$ cat config.mk
export PLATFORM = sky130hd
export DESIGN_NAME = serial_adder_n
export DESIGN_NICKNAME = d
export VERILOG_FILES = /design/src/rtl/serial_adder_pkg.sv /design/src/rtl/serial_adder_n_digit_adder.sv /design/src/rtl/serial_adder_n.sv
export SDC_FILE = /design/constraint.sdc
export NUM_CORES = 1
export LEC_CHECK = 0
export ABC_AREA = 1
export CORE_MARGIN = 2
export CORE_UTILIZATION = 45
export DETAILED_ROUTE_END_ITERATION = 10
export PLACE_DENSITY_LB_ADDON = 0.3
export SLEW_MARGIN = 20
export SYNTH_ARGS = -nofsm -noshare
export SYNTH_HDL_FRONTEND = slang
export SYNTH_HIERARCHICAL = 1
export SYNTH_SLANG_ARGS = --single-unit
$ cat constraint.sdc
create_clock -name clk -period 2.26 [get_ports clk]
set_input_delay 0.678 -clock clk [delete_from_list [all_inputs] [get_ports clk]]
set_output_delay 0.678 -clock clk [all_outputs]
set_load 0.1 [all_outputs]
$ cat src/rtl/serial_adder_pkg.sv
// Shared types and sizing helpers for the digit-serial adder/subtractor.
// Imported by the top level so the FSM encoding and counter sizing live in one place.
package serial_adder_pkg;

   typedef enum logic {
      IDLE = 1'b0,
      RUN  = 1'b1
   } state_t;

   // Number of digit steps needed for one full-width operation.
   function automatic int num_digits(input int width, input int digit);
      return width / digit;
   endfunction

   function automatic int cnt_width(input int width, input int digit);
      int n;
      n = width / digit;
      return (n <= 1) ? 1 : $clog2(n);
   endfunction

endpackage

$ cat src/rtl/serial_adder_n_digit_adder.sv
// DIGIT-bit combinational ripple adder built from full-adder bit equations.
// Also exposes the carry into its top bit so the caller can derive signed overflow.
module digit_adder #(
   parameter int DIGIT = 4
) (
   input  logic [DIGIT-1:0] x,
   input  logic [DIGIT-1:0] y,
   input  logic             ci,
   output logic [DIGIT-1:0] s,
   output logic             co,
   output logic             c_msb
);

   logic [DIGIT:0] c;

   assign c[0] = ci;

   for (genvar i = 0; i < DIGIT; i++) begin : g_bit
      assign s[i]   = x[i] ^ y[i] ^ c[i];
      assign c[i+1] = (x[i] & y[i]) | (c[i] & (x[i] ^ y[i]));
   end

   assign co    = c[DIGIT];
   assign c_msb = c[DIGIT-1];

endmodule

$ cat src/rtl/serial_adder_n.sv
// Multi-cycle adder/subtractor: consumes DIGIT bits per clock, LS digit first,
// with a start/busy/done handshake and carry/overflow flags on completion.
module serial_adder_n
   import serial_adder_pkg::*;
#(
   parameter int WIDTH = 16,
   parameter int DIGIT = 4
) (
   input  logic             clk,
   input  logic             rst_n,
   input  logic             start,
   input  logic [WIDTH-1:0] a,
   input  logic [WIDTH-1:0] b,
   input  logic             cin,
   input  logic             sub,
   output logic             busy,
   output logic             done,
   output logic [WIDTH-1:0] sum,
   output logic             cout,
   output logic             ovf
);

   localparam int N  = num_digits(WIDTH, DIGIT);
   localparam int CW = cnt_width(WIDTH, DIGIT);
   localparam logic [CW-1:0] LAST_CNT = CW'(N - 1);

   if (WIDTH < 1 || DIGIT < 1 || DIGIT > WIDTH || (WIDTH % DIGIT) != 0) begin : g_bad_params
      $error("serial_adder_n: illegal WIDTH/DIGIT combination");
   end

   state_t           state, state_nx;
   logic             accept, last;
   logic [CW-1:0]    cnt;
   logic [WIDTH-1:0] opa, opb, res;
   logic             carry;

   logic [DIGIT-1:0]       dsum;
   logic                   dco, dcm;
   logic [WIDTH+DIGIT-1:0] res_cat;
   logic [WIDTH-1:0]       res_nx;

   digit_adder #(.DIGIT(DIGIT)) u_digit (
      .x     (opa[DIGIT-1:0]),
      .y     (opb[DIGIT-1:0]),
      .ci    (carry),
      .s     (dsum),
      .co    (dco),
      .c_msb (dcm)
   );

   // New digit enters at the top; after N steps the word is fully aligned.
   assign res_cat = {dsum, res};
   assign res_nx  = res_cat[WIDTH+DIGIT-1:DIGIT];
   assign busy    = (state == RUN);

   always_ff @(posedge clk or negedge rst_n) begin
      if (!rst_n) state <= IDLE;
      else        state <= state_nx;
   end

   // NOTE: every variable gets a default before the case so no latch can be inferred.
   always_comb begin
      state_nx = state;
      accept   = 1'b0;
      last     = 1'b0;
      case (state)
         IDLE: if (start) begin
            accept   = 1'b1;
            state_nx = RUN;
         end
         RUN: if (cnt == LAST_CNT) begin
            last     = 1'b1;
            state_nx = IDLE;
         end
         default: state_nx = IDLE;
      endcase
   end

   // NOTE: sequential state uses non-blocking assignments so all registers update from pre-edge values.
   always_ff @(posedge clk or negedge rst_n) begin
      if (!rst_n) begin
         cnt   <= '0;
         opa   <= '0;
         opb   <= '0;
         res   <= '0;
         carry <= 1'b0;
         sum   <= '0;
         cout  <= 1'b0;
         ovf   <= 1'b0;
         done  <= 1'b0;
      end else begin
         done <= 1'b0;
         if (accept) begin
            opa   <= a;
            opb   <= sub ? ~b : b;
            carry <= sub ? 1'b1 : cin;
            cnt   <= '0;
         end else if (state == RUN) begin
            opa   <= opa >> DIGIT;
            opb   <= opb >> DIGIT;
            res   <= res_nx;
            carry <= dco;
            cnt   <= cnt + CW'(1);
            if (last) begin
               sum  <= res_nx;
               cout <= dco;
               ovf  <= dcm ^ dco;
               done <= 1'b1;
            end
         end
      end
   end

endmodule

==> run_results.csv <==
group,metric,value,unit
floorplanning,core-area,6756,um^2
yosys,synthSimpleGateAreaFrac,26.72,%
finish,regArea,1678,um^2
sta,fin_crit,2139,ps
yosys,synth-adder-area-share,2.965,%
yosys,yosysSeqAreaShare,53.69,%
sta,rsz0062_at_grt,"false",
sta,finClkSkew,7.069,ps
cts,ctsHtreeMaxLevel,3,
yosys,ys_types,19,
placement,port-buffer-count,56,
global_route,grt_remaining_overflow,0,
detailed_routing,routedWlPerCell,11.00,um
floorplanning,die-area,7622,um^2
yosys,syn_area,3123,um^2
power_and_ir_drop,vdd_drop_max,0.0004706,V
sta,maxSlewViolCount,0,
global_route,first_global_vias,2306,
finish,multiInputGateArea,1117,um^2
placement,place_ws,129.4,ps
finish,antenna_cells,0,
detailed_routing,ant_nets,0,
power_and_ir_drop,p_sw,2525,uW
sta,hold_viol_final,0,
finish,final_nets,485,
cts,cts_buffer_depth,2,
floorplanning,die_h,87.31,um
sta,finalSetupTns,0,ps
global_route,grt_start_max_net_pins,41,
power_and_ir_drop,clkPwrFrac,20.2,%
worst_setup_path,crit_path_end_kind,"flop",
worst_setup_path,critPathMaxStageDelay,420,ps
finish,nFillCells,643,
cts,clk-insertion-delay-late,340,ps
sta,worst_slew_pin_slew,645.1,ps
worst_setup_path,crit_path_start_kind,"flop",
floorplanning,io_pins,57,
detailed_routing,wl,5.807,mm
worst_setup_path,cpMostUsedCell,"fa_1",
yosys,synth_fp_nets,430,
cts,clock-sinks,67,
power_and_ir_drop,p_per_area,1407,nW/um^2
global_route,antenna_found_initial,0,
worst_setup_path,cp_slowest_cell,"fa_1",
worst_setup_path,path_class,"reg2reg",
yosys,avgSynthCellArea,8.049,um^2
cts,holdBufCountCts,0,
floorplanning,die_w,87.31,um
finish,drive_above_1_share,11.38,%
finish,syn2layout_area_growth,25.00,%
floorplanning,rows,30,
worst_setup_path,cp_cell_sequence,"fa_1 -> inv_1 -> fa_1 -> fa_1 -> inv_2 -> fa_1 -> nand2_1 -> o21ai_0",
placement,gp_congestion,0.7530,
detailed_routing,post_drt_via_cell_ratio,4.693,
power_and_ir_drop,total_power,5493,uW
yosys,synth-xor-area-share,0,%
sta,relSlewSlack,56.99,%
global_route,gr-usage-all-layers,16.98,%
yosys,synth_seq_cells,67,
yosys,synth_compound_area_share,6.090,%
floorplanning,initial_core_util,46.22,%
cts,root_buffer,"clkbuf_8",
power_and_ir_drop,leakagePower,0.002173,uW
sta,finalSetupViolCount,0,
worst_setup_path,cp_max_fo,3,
sta,fin_crit_sh,94.65,%
yosys,synthMuxAreaShare,0,%
yosys,netlist_instances,388,
detailed_routing,drc,0,
yosys,ys_warn_count,6,
yosys,synth_top_family_by_area,"simple AND/OR/NAND/NOR gates",
worst_hold_path,hold_path.class,"in2async",
global_route,grt_pass1_wl,10.07,mm
power_and_ir_drop,p_int,2967,uW
placement,dp_hpwl,3.907,mm
cts,clk_pin_slew,70,ps
power_and_ir_drop,p_seq_share,35.1,%
detailed_routing,drt-pass1-iter-count,4,
run_status,status,"completed",
run,cap_violations,0,
power_and_ir_drop,combinationalPowerShare,44.7,%
detailed_routing,routed-via-count,2478,
detailed_routing,dr.first_iter.drc_count,70,
cts,cts_buffers,9,
sta,final.setup.worst_slack,120.8,ps
worst_setup_path,crit_required,2480,ps
placement,place_area,3670,um^2
sta,fmax,467.5,MHz
finish,final_cell_area,3904,um^2
power_and_ir_drop,switching_share,45.98,%
cts,cts_tree,"built",
worst_setup_path,cp.arrival,2360,ps
## registers in the layout, summed over array words and instances (netlist names)
name,cells
busy,1
carry,1
cnt,2
cout,1
done,1
opa,16
opb,16
ovf,1
res,12
sum,16
## worst max-delay path: cells and delay by family, from the launching register on
family                     cells  cell delay [ps]
adders and majority gates      4             1350
AOI/OAI and AO/OA              1               70
buffers and inverters          2              140
and+or+nand+nor                1               80
DFF                            1              390
## logic make-up (layout without fill, tap and decap cells)
logic type / Yosys count / count (layout)
buffers and inverters: 73 / 133
AO/OA/AOI/OAI: 38 / 38
adder cells (fa/ha/maj): 5 / 5
AND/OR/NAND/NOR: 205 / 205
flip-flops: 67 / 67
## synthesized netlist by cell type
master,n,share of area (%)
nand2_1,181,22
dfrtp_1,67,54
inv_1,53,6.4
o21ai_0,22,3.5
nand3_1,19,3.0
a21oi_1,12,1.9
buf_2,11,1.8
fa_1,4,2.6
o21ai_1,4,0.64
buf_6,3,1.1
buf_4,2,0.48
inv_2,2,0.24
nor2_8,2,1.3
buf_8,1,0.48
clkbuf_1,1,0.12
ha_1,1,0.40
nand2_2,1,0.20
nand3_2,1,0.32
nor2_1,1,0.12
## per-stage QoR
| step | util (%) | instances | hold slack (ps) |
|---|---|---|---|
| final | 57.78 | 528 | 350.4 |
| after global routing | 57.78 | 528 | 380.6 |
| after CTS | 57.67 | 527 | 359.0 |
| after detailed placement | 54.31 | 511 | 464.2 |
| after global placement | 54.31 | 511 | 458.1 |
| after floorplan | - | 388 | 382.4 |
## power groups by stage
| stage | Sequential, uW | Combinational (uW) | Clock, uW |
|---|---|---|---|
| 6_report | 1930 | 2460 | 1110 |
| 5_1_grt | 1980 | 2720 | 1190 |
| 4_1_cts | 1930 | 2470 | 1140 |
| 3_5_place_dp | 1950 | 2460 | 0 |
| 3_3_place_gp | 1940 | 2420 | 0 |
| 2_1_floorplan | 2860 | 976 | 0 |
## per-layer routing
layer / wire length (um) / GRT usage (%)
met4: 64 / 4.615
met5: 0 / 0
met2: 2745 / 29.20
met3: 360 / 5.877
met1: 2637 / 20.22
## final timing paths
kind	end	slack [ps]	depth (start not counted)	start
max	res[15]	120	8	opa[0]
min	sum[1]	350	1	rst_n
max reg2reg	res[15]	120	8	opa[0]
min reg2reg	opb[5]	480	2	opb[5]
max in group asynchronous	opa[5]	1270	2	rst_n
min in group clk	opb[5]	480	2	opb[5]
## area by class of cell
cell class	count	area share, %
clock inverters	6	2.276
flip-flops and latches	67	42.98
inverters	55	5.288
clock buffers	10	3.526
well taps	80	2.564
multi-input cells	248	28.62
repair buffers	62	14.74
## layout by cell type (no fill, tap or decap)
cell,n
nand2_1,181
dfrtp_1,66
inv_1,52
clkdlybuf4s50_1,35
buf_4,24
o21ai_0,22
nand3_1,19
a21oi_1,12
clkbuf_8,10
o21ai_1,4
fa_1,4
inv_2,3
nor2_8,2
bufinv_16,2
clkinvlp_4,2
buf_12,2
nand2_2,1
nor2_1,1
nand3_2,1
ha_1,1
dfrtp_2,1
clkinv_4,1
clkinv_2,1
buf_2,1
## repair_timing
action                     4_1_cts  5_1_grt
setup endpoints to repair        0        1
setup buffers                    0        1
gates resized for setup          0        1
(Power assumes the default switching activity.)
==> RTL change 1 (same flow settings) <==
The parameter `WIDTH` goes from 16 to 32.
--- a/src/rtl/serial_adder_n.sv
+++ b/src/rtl/serial_adder_n.sv
@@ -4,5 +4,5 @@
    import serial_adder_pkg::*;
 #(
-   parameter int WIDTH = 16,
+   parameter int WIDTH = 32,
    parameter int DIGIT = 4
 ) (
Ports: changed (resized a, b and sum); port bits go from 57 to 105. The function was not compared with the original's and may differ.
==> RTL change 1 against the original RTL <==
Count of clock-buffer cells in the layout rose by 12. Final area grew 100%. Critical path type unchanged. Clock skew grew 0.0010 ns. Worst setup slack better by 0.067 ns. Sequential cell count increased by 65. Power rose by 110%. Routed wire length grew 110%. Maximum frequency grew 3.2%. Area after synthesis is 92% higher. Largest cell class unchanged. Synthesized cell count grew 98%. Highest routed layer unchanged.
==> RTL change 1: results (changes against the original RTL) <==
Run status = completed
Fill cell count = 1227 (+91%)
Final nets = 940 (+94%)
Critical Path AT = 2.35 ns
Seq/Total Area, Yosys = 0.550 (+0.0129)
Placement Cell Area = 7170 µm² (+95%)
Total Wirelength = 12300 µm (+110%)
Synth area leaders = dfrtp_1, nand2_1, inv_1, o21ai_0, nand3_1
Worst r2r src = opb[0]$_DFFE_PN0P_
Switch Pwr = 4.93 mW (+95%)
Metal3 WL = 504 µm (+40%)
Avg WL per Cell = 11.7 µm (+6.0%)
H-tree depth = 4 (+1)
Number of global-route vias before repair = 4592 (+99%)
Leak = 4.30 nW (+98%)
Final hold vios = 0 (unchanged)
YS warnings = 6 (unchanged)
Met1 Use GR = 0.247 (+0.0453)
Maximum vdd drop = 665 µV (+41%)
Root buffer cell = clkbuf_16
Metal-1 WL = 5590 µm (+110%)
Placed Cells = 1022 (+100%)
Largest net degree at the start of global routing = 65 (+59%)
Largest registers = opa x32, opb x32, sum x32
GP Congestion = 0.752 (-0.19%)
Proportion of layout cells with a drive suffix above 1 = 0.0991 (-0.0148)
Global-route wire length before repair = 21200 µm (+110%)
Netlist cell types = 18 (-1)
Synthesized instance count = 769 (+98%)
DR vias/cell = 4.60 (-2.1%)
Top post-synthesis cells by count = nand2_1, dfrtp_1, inv_1
Reg clk slew, reported paths = 0.05 ns (-0.02 ns)
Drt pass-1 iters = 4 (unchanged)
Clock Skews = 0.00809 ns (+0.00102 ns)
Routed wl met2 = 5980 µm (+120%)
Drt initial violations = 310 (+340%)
Setup CP Type = flip-flop to flip-flop
CP max stage delay = 0.42 ns (about the same)
Mapped Nets = 844 (+96%)
CP Capture Point = res[31]$_DFFE_PN0P_
Port bufs = 104 (+86%)
Worst-skew pair later-pin latency = 0.42 ns (+0.08 ns)
Actual slew at the worst max-slew pin = 0.510 ns (-0.135 ns)
Met2 usage = 0.298 (+0.00585)
Num CTS Buffers = 17 (+8)
Total GRT Usage = 0.188 (+0.0177)
Setup slack, reg-to-reg = 0.19 ns (+0.07 ns)
-- RTL change 1: cell types whose count changed in the layout (fill, tap and decap cells not counted), moves of 6 or more --
cell / unedited run / this run
clkbuf_8: 10 / 2
buf_4: 24 / 41
buf_12: 2 / 8
clkdlybuf4s50_1: 35 / 67
o21ai_0: 22 / 51
clkbuf_16: 0 / 17
inv_1: 52 / 101
dfrtp_1: 66 / 131
a21oi_1: 12 / 28
nand2_1: 181 / 364
nand3_1: 19 / 34
-- RTL change 1: area by class of cell --
type | instances | area [µm²] | share of cell area
Sequential cell | 132 | 3310 | 0.423
Tap cell | 176 | 220 | 0.0282
Timing Repair Buffer | 117 | 1150 | 0.147
Clock buffer | 22 | 464 | 0.0594
Clock inverter | 10 | 178 | 0.0227
Inverter | 103 | 387 | 0.0495
Multi-Input combinational cell | 494 | 2110 | 0.270
-- RTL change 1: cell families (layout without fill, tap and decap cells) --
family / count (synthesis) / in the layout / synth area share
DFF: 132 / 132 / 0.550
and+or+nand+nor: 402 / 402 / 0.260
buffers and inverters: 143 / 252 / 0.101
AOI/OAI and AO/OA: 86 / 86 / 0.0716
adders and majority gates: 6 / 6 / 0.0175
-- RTL change 1: through the flow --
step                      hold WS, ns  setup WS [ns]  utilization
after floorplan                 0.382          0.202            -
after global placement          0.456          0.118        0.546
after detailed placement        0.466         0.0648        0.546
after CTS                       0.158         0.0619        0.594
after global routing            0.167         0.0390        0.595
final                           0.160          0.188        0.595
-- RTL change 1: power groups by stage --
stage,clock network [mW],registers (mW),logic (mW)
after global placement,0,3.83,4.60
after global routing,3.16,3.95,5.08
after floorplan,0,5.55,1.81
after detailed placement,0,3.87,4.68
final,2.99,3.83,4.65
after CTS,3.04,3.84,4.70
==> RTL change 2 (same flow settings) <==
Made on the original files. Add an input register stage for `start`, `a`, `b`, `cin` and `sub`; this delays them by one clock.
--- a/src/rtl/serial_adder_n.sv
+++ b/src/rtl/serial_adder_n.sv
@@ -24,4 +24,18 @@
    localparam int CW = cnt_width(WIDTH, DIGIT);
    localparam logic [CW-1:0] LAST_CNT = CW'(N - 1);
+
+   logic start_q;
+   logic [WIDTH-1:0] a_q;
+   logic [WIDTH-1:0] b_q;
+   logic cin_q;
+   logic sub_q;
+
+   always_ff @(posedge clk) begin
+      start_q <= start;
+      a_q     <= a;
+      b_q     <= b;
+      cin_q   <= cin;
+      sub_q   <= sub;
+   end
 
    if (WIDTH < 1 || DIGIT < 1 || DIGIT > WIDTH || (WIDTH % DIGIT) != 0) begin : g_bad_params
@@ -65,5 +79,5 @@
       last     = 1'b0;
       case (state)
-         IDLE: if (start) begin
+         IDLE: if (start_q) begin
             accept   = 1'b1;
             state_nx = RUN;
@@ -92,7 +106,7 @@
          done <= 1'b0;
          if (accept) begin
-            opa   <= a;
-            opb   <= sub ? ~b : b;
-            carry <= sub ? 1'b1 : cin;
+            opa   <= a_q;
+            opb   <= sub_q ? ~b_q : b_q;
+            carry <= sub_q ? 1'b1 : cin_q;
             cnt   <= '0;
          end else if (state == RUN) begin
Check against the original RTL: not equivalent (Yosys sat finds a counterexample within 4 cycles, from zero or initial values and one cycle with rst_n low).
==> RTL change 2 against the original RTL <==
Highest routed layer unchanged. Power rose by 12%. Worst setup slack worse by 0.052 ns. Sequential cell count up 35. Routed wire length rose by 11%. Largest power group is now registers. Area after synthesis is 23% higher. Via count grew 6.8%. Critical path type unchanged. Final area rose by 17%.
==> RTL change 2: results (changes against the original RTL) <==
Multi-Input Combinational = 250 (+0.81%)
Metal3 WL = 288 µm (-20%)
Reg clk slew, reported paths = 0.10 ns (+0.03 ns)
Bufs w/o clock = 59 (-4.8%)
Global-route wire length before repair = 10700 µm (+5.9%)
Number of global-route vias before repair = 2485 (+7.8%)
Fill cell count = 743 (+16%)
Critical Path AT = 2.44 ns (+0.08 ns)
Asr flop ratio synth = 0.657 (-0.343)
Proportion of layout cells with a drive suffix above 1 = 0.0954 (-0.0184)
Avg WL per Cell = 11.0 µm (-0.23%)
Final nets = 519 (+7.0%)
Top post-synthesis cells by count = nand2_1, dfrtp_1, inv_1
DR vias/cell = 4.51 (-3.9%)
P_int = 3.42 mW (+15%)
Largest net degree at the start of global routing = 68 (+66%)
Final clock-cell share = 0.0418 (-0.0162)
Leak = 2.45 nW (+13%)
Netlist cell types = 18 (-1)
CP max stage delay = 0.46 ns (+0.04 ns)
Fraction of area in multi-input gates = 0.245 (-0.0413)
Clock Skews = 0.0106 ns (+0.00357 ns)
HPWL Detailed = 4170 µm (+6.8%)
Worst-skew pair later-pin latency = 0.36 ns (+0.02 ns)
Seq. cell area = 2380 µm² (+42%)
CLK BUF = 11 (+1)
Placement Cell Area = 4390 µm² (+20%)
Met2 usage = 0.261 (-0.0310)
GR Layer Usage met3 = 0.0282 (-0.0306)
Total GRT Usage = 0.151 (-0.0188)
Antenna diode count = 0 (unchanged)
Worst min path class = input pin to asynchronous set/reset pin
Routed wl met2 = 3020 µm (+9.9%)
Maximum vdd drop = 488 µV (+3.7%)
Rel. slew slack = 0.591 (+0.0211)
GP Congestion = 0.726 (-3.5%)
YS warnings = 6 (unchanged)
Synth area leaders = dfrtp_1, dfxtp_1, nand2_1, inv_1, o21ai_0
Mapped Nets = 467 (+8.6%)
Run status = completed
Metal-1 WL = 3010 µm (+14%)
Drt initial violations = 140 (+100%)
Met1 Use GR = 0.179 (-0.0228)
==> RTL change 2: cell types whose count changed in the layout (fill, tap and decap cells not counted), moves of 2 or more <==
cell       before  now
bufinv_16       2    0
dfxtp_1         0   35
buf_4          24   21
nand2_1       181  185
inv_6           0    2
==> RTL change 2: cell families (layout without fill, tap and decap cells) <==
family / after synthesis / after routing / synth area share
buf+inv: 73 / 130 / 0.0865
flops: 102 / 102 / 0.621
simple gates: 207 / 207 / 0.219
compound gates: 38 / 38 / 0.0496
fa+ha+maj: 5 / 5 / 0.0242
==> RTL change 2: final timing paths <==
check	startpoint	endpoint	slack [ns]	cells past startpoint
max	opb[0]$_DFFE_PN0P_	res[15]$_DFFE_PN0P_	0.07	8
min	rst_n	sum[4]$_DFFE_PN0P_	0.30	2
max reg2reg	opb[0]$_DFFE_PN0P_	res[15]$_DFFE_PN0P_	0.07	8
min reg2reg	a_q[12]$_DFF_P_	opa[12]$_DFFE_PN0P_	0.43	2
max in group asynchronous	rst_n	opb[8]$_DFFE_PN0P_	1.65	2
min in group clk	a_q[12]$_DFF_P_	opa[12]$_DFFE_PN0P_	0.43	2
==> RTL change 2: through the flow <==
stage | utilization | instances | setup WS [ns]
after floorplan | - | 425 | 0.204
after global placement | 0.534 | 571 | 0.153
after detailed placement | 0.534 | 571 | 0.0937
after CTS | 0.558 | 587 | 0.0846
after global routing | 0.558 | 587 | 0.00653
final | 0.558 | 587 | 0.0685
==> RTL change 2: power groups by stage <==
stage                     clock [mW]  combinational, mW  sequential [mW]
after floorplan                    0              0.990             3.58
after global placement             0               2.43             2.63
after detailed placement           0               2.47             2.66
after CTS                       1.13               2.48             2.62
after global routing            1.20               2.68             2.68
final                           1.10               2.46             2.61
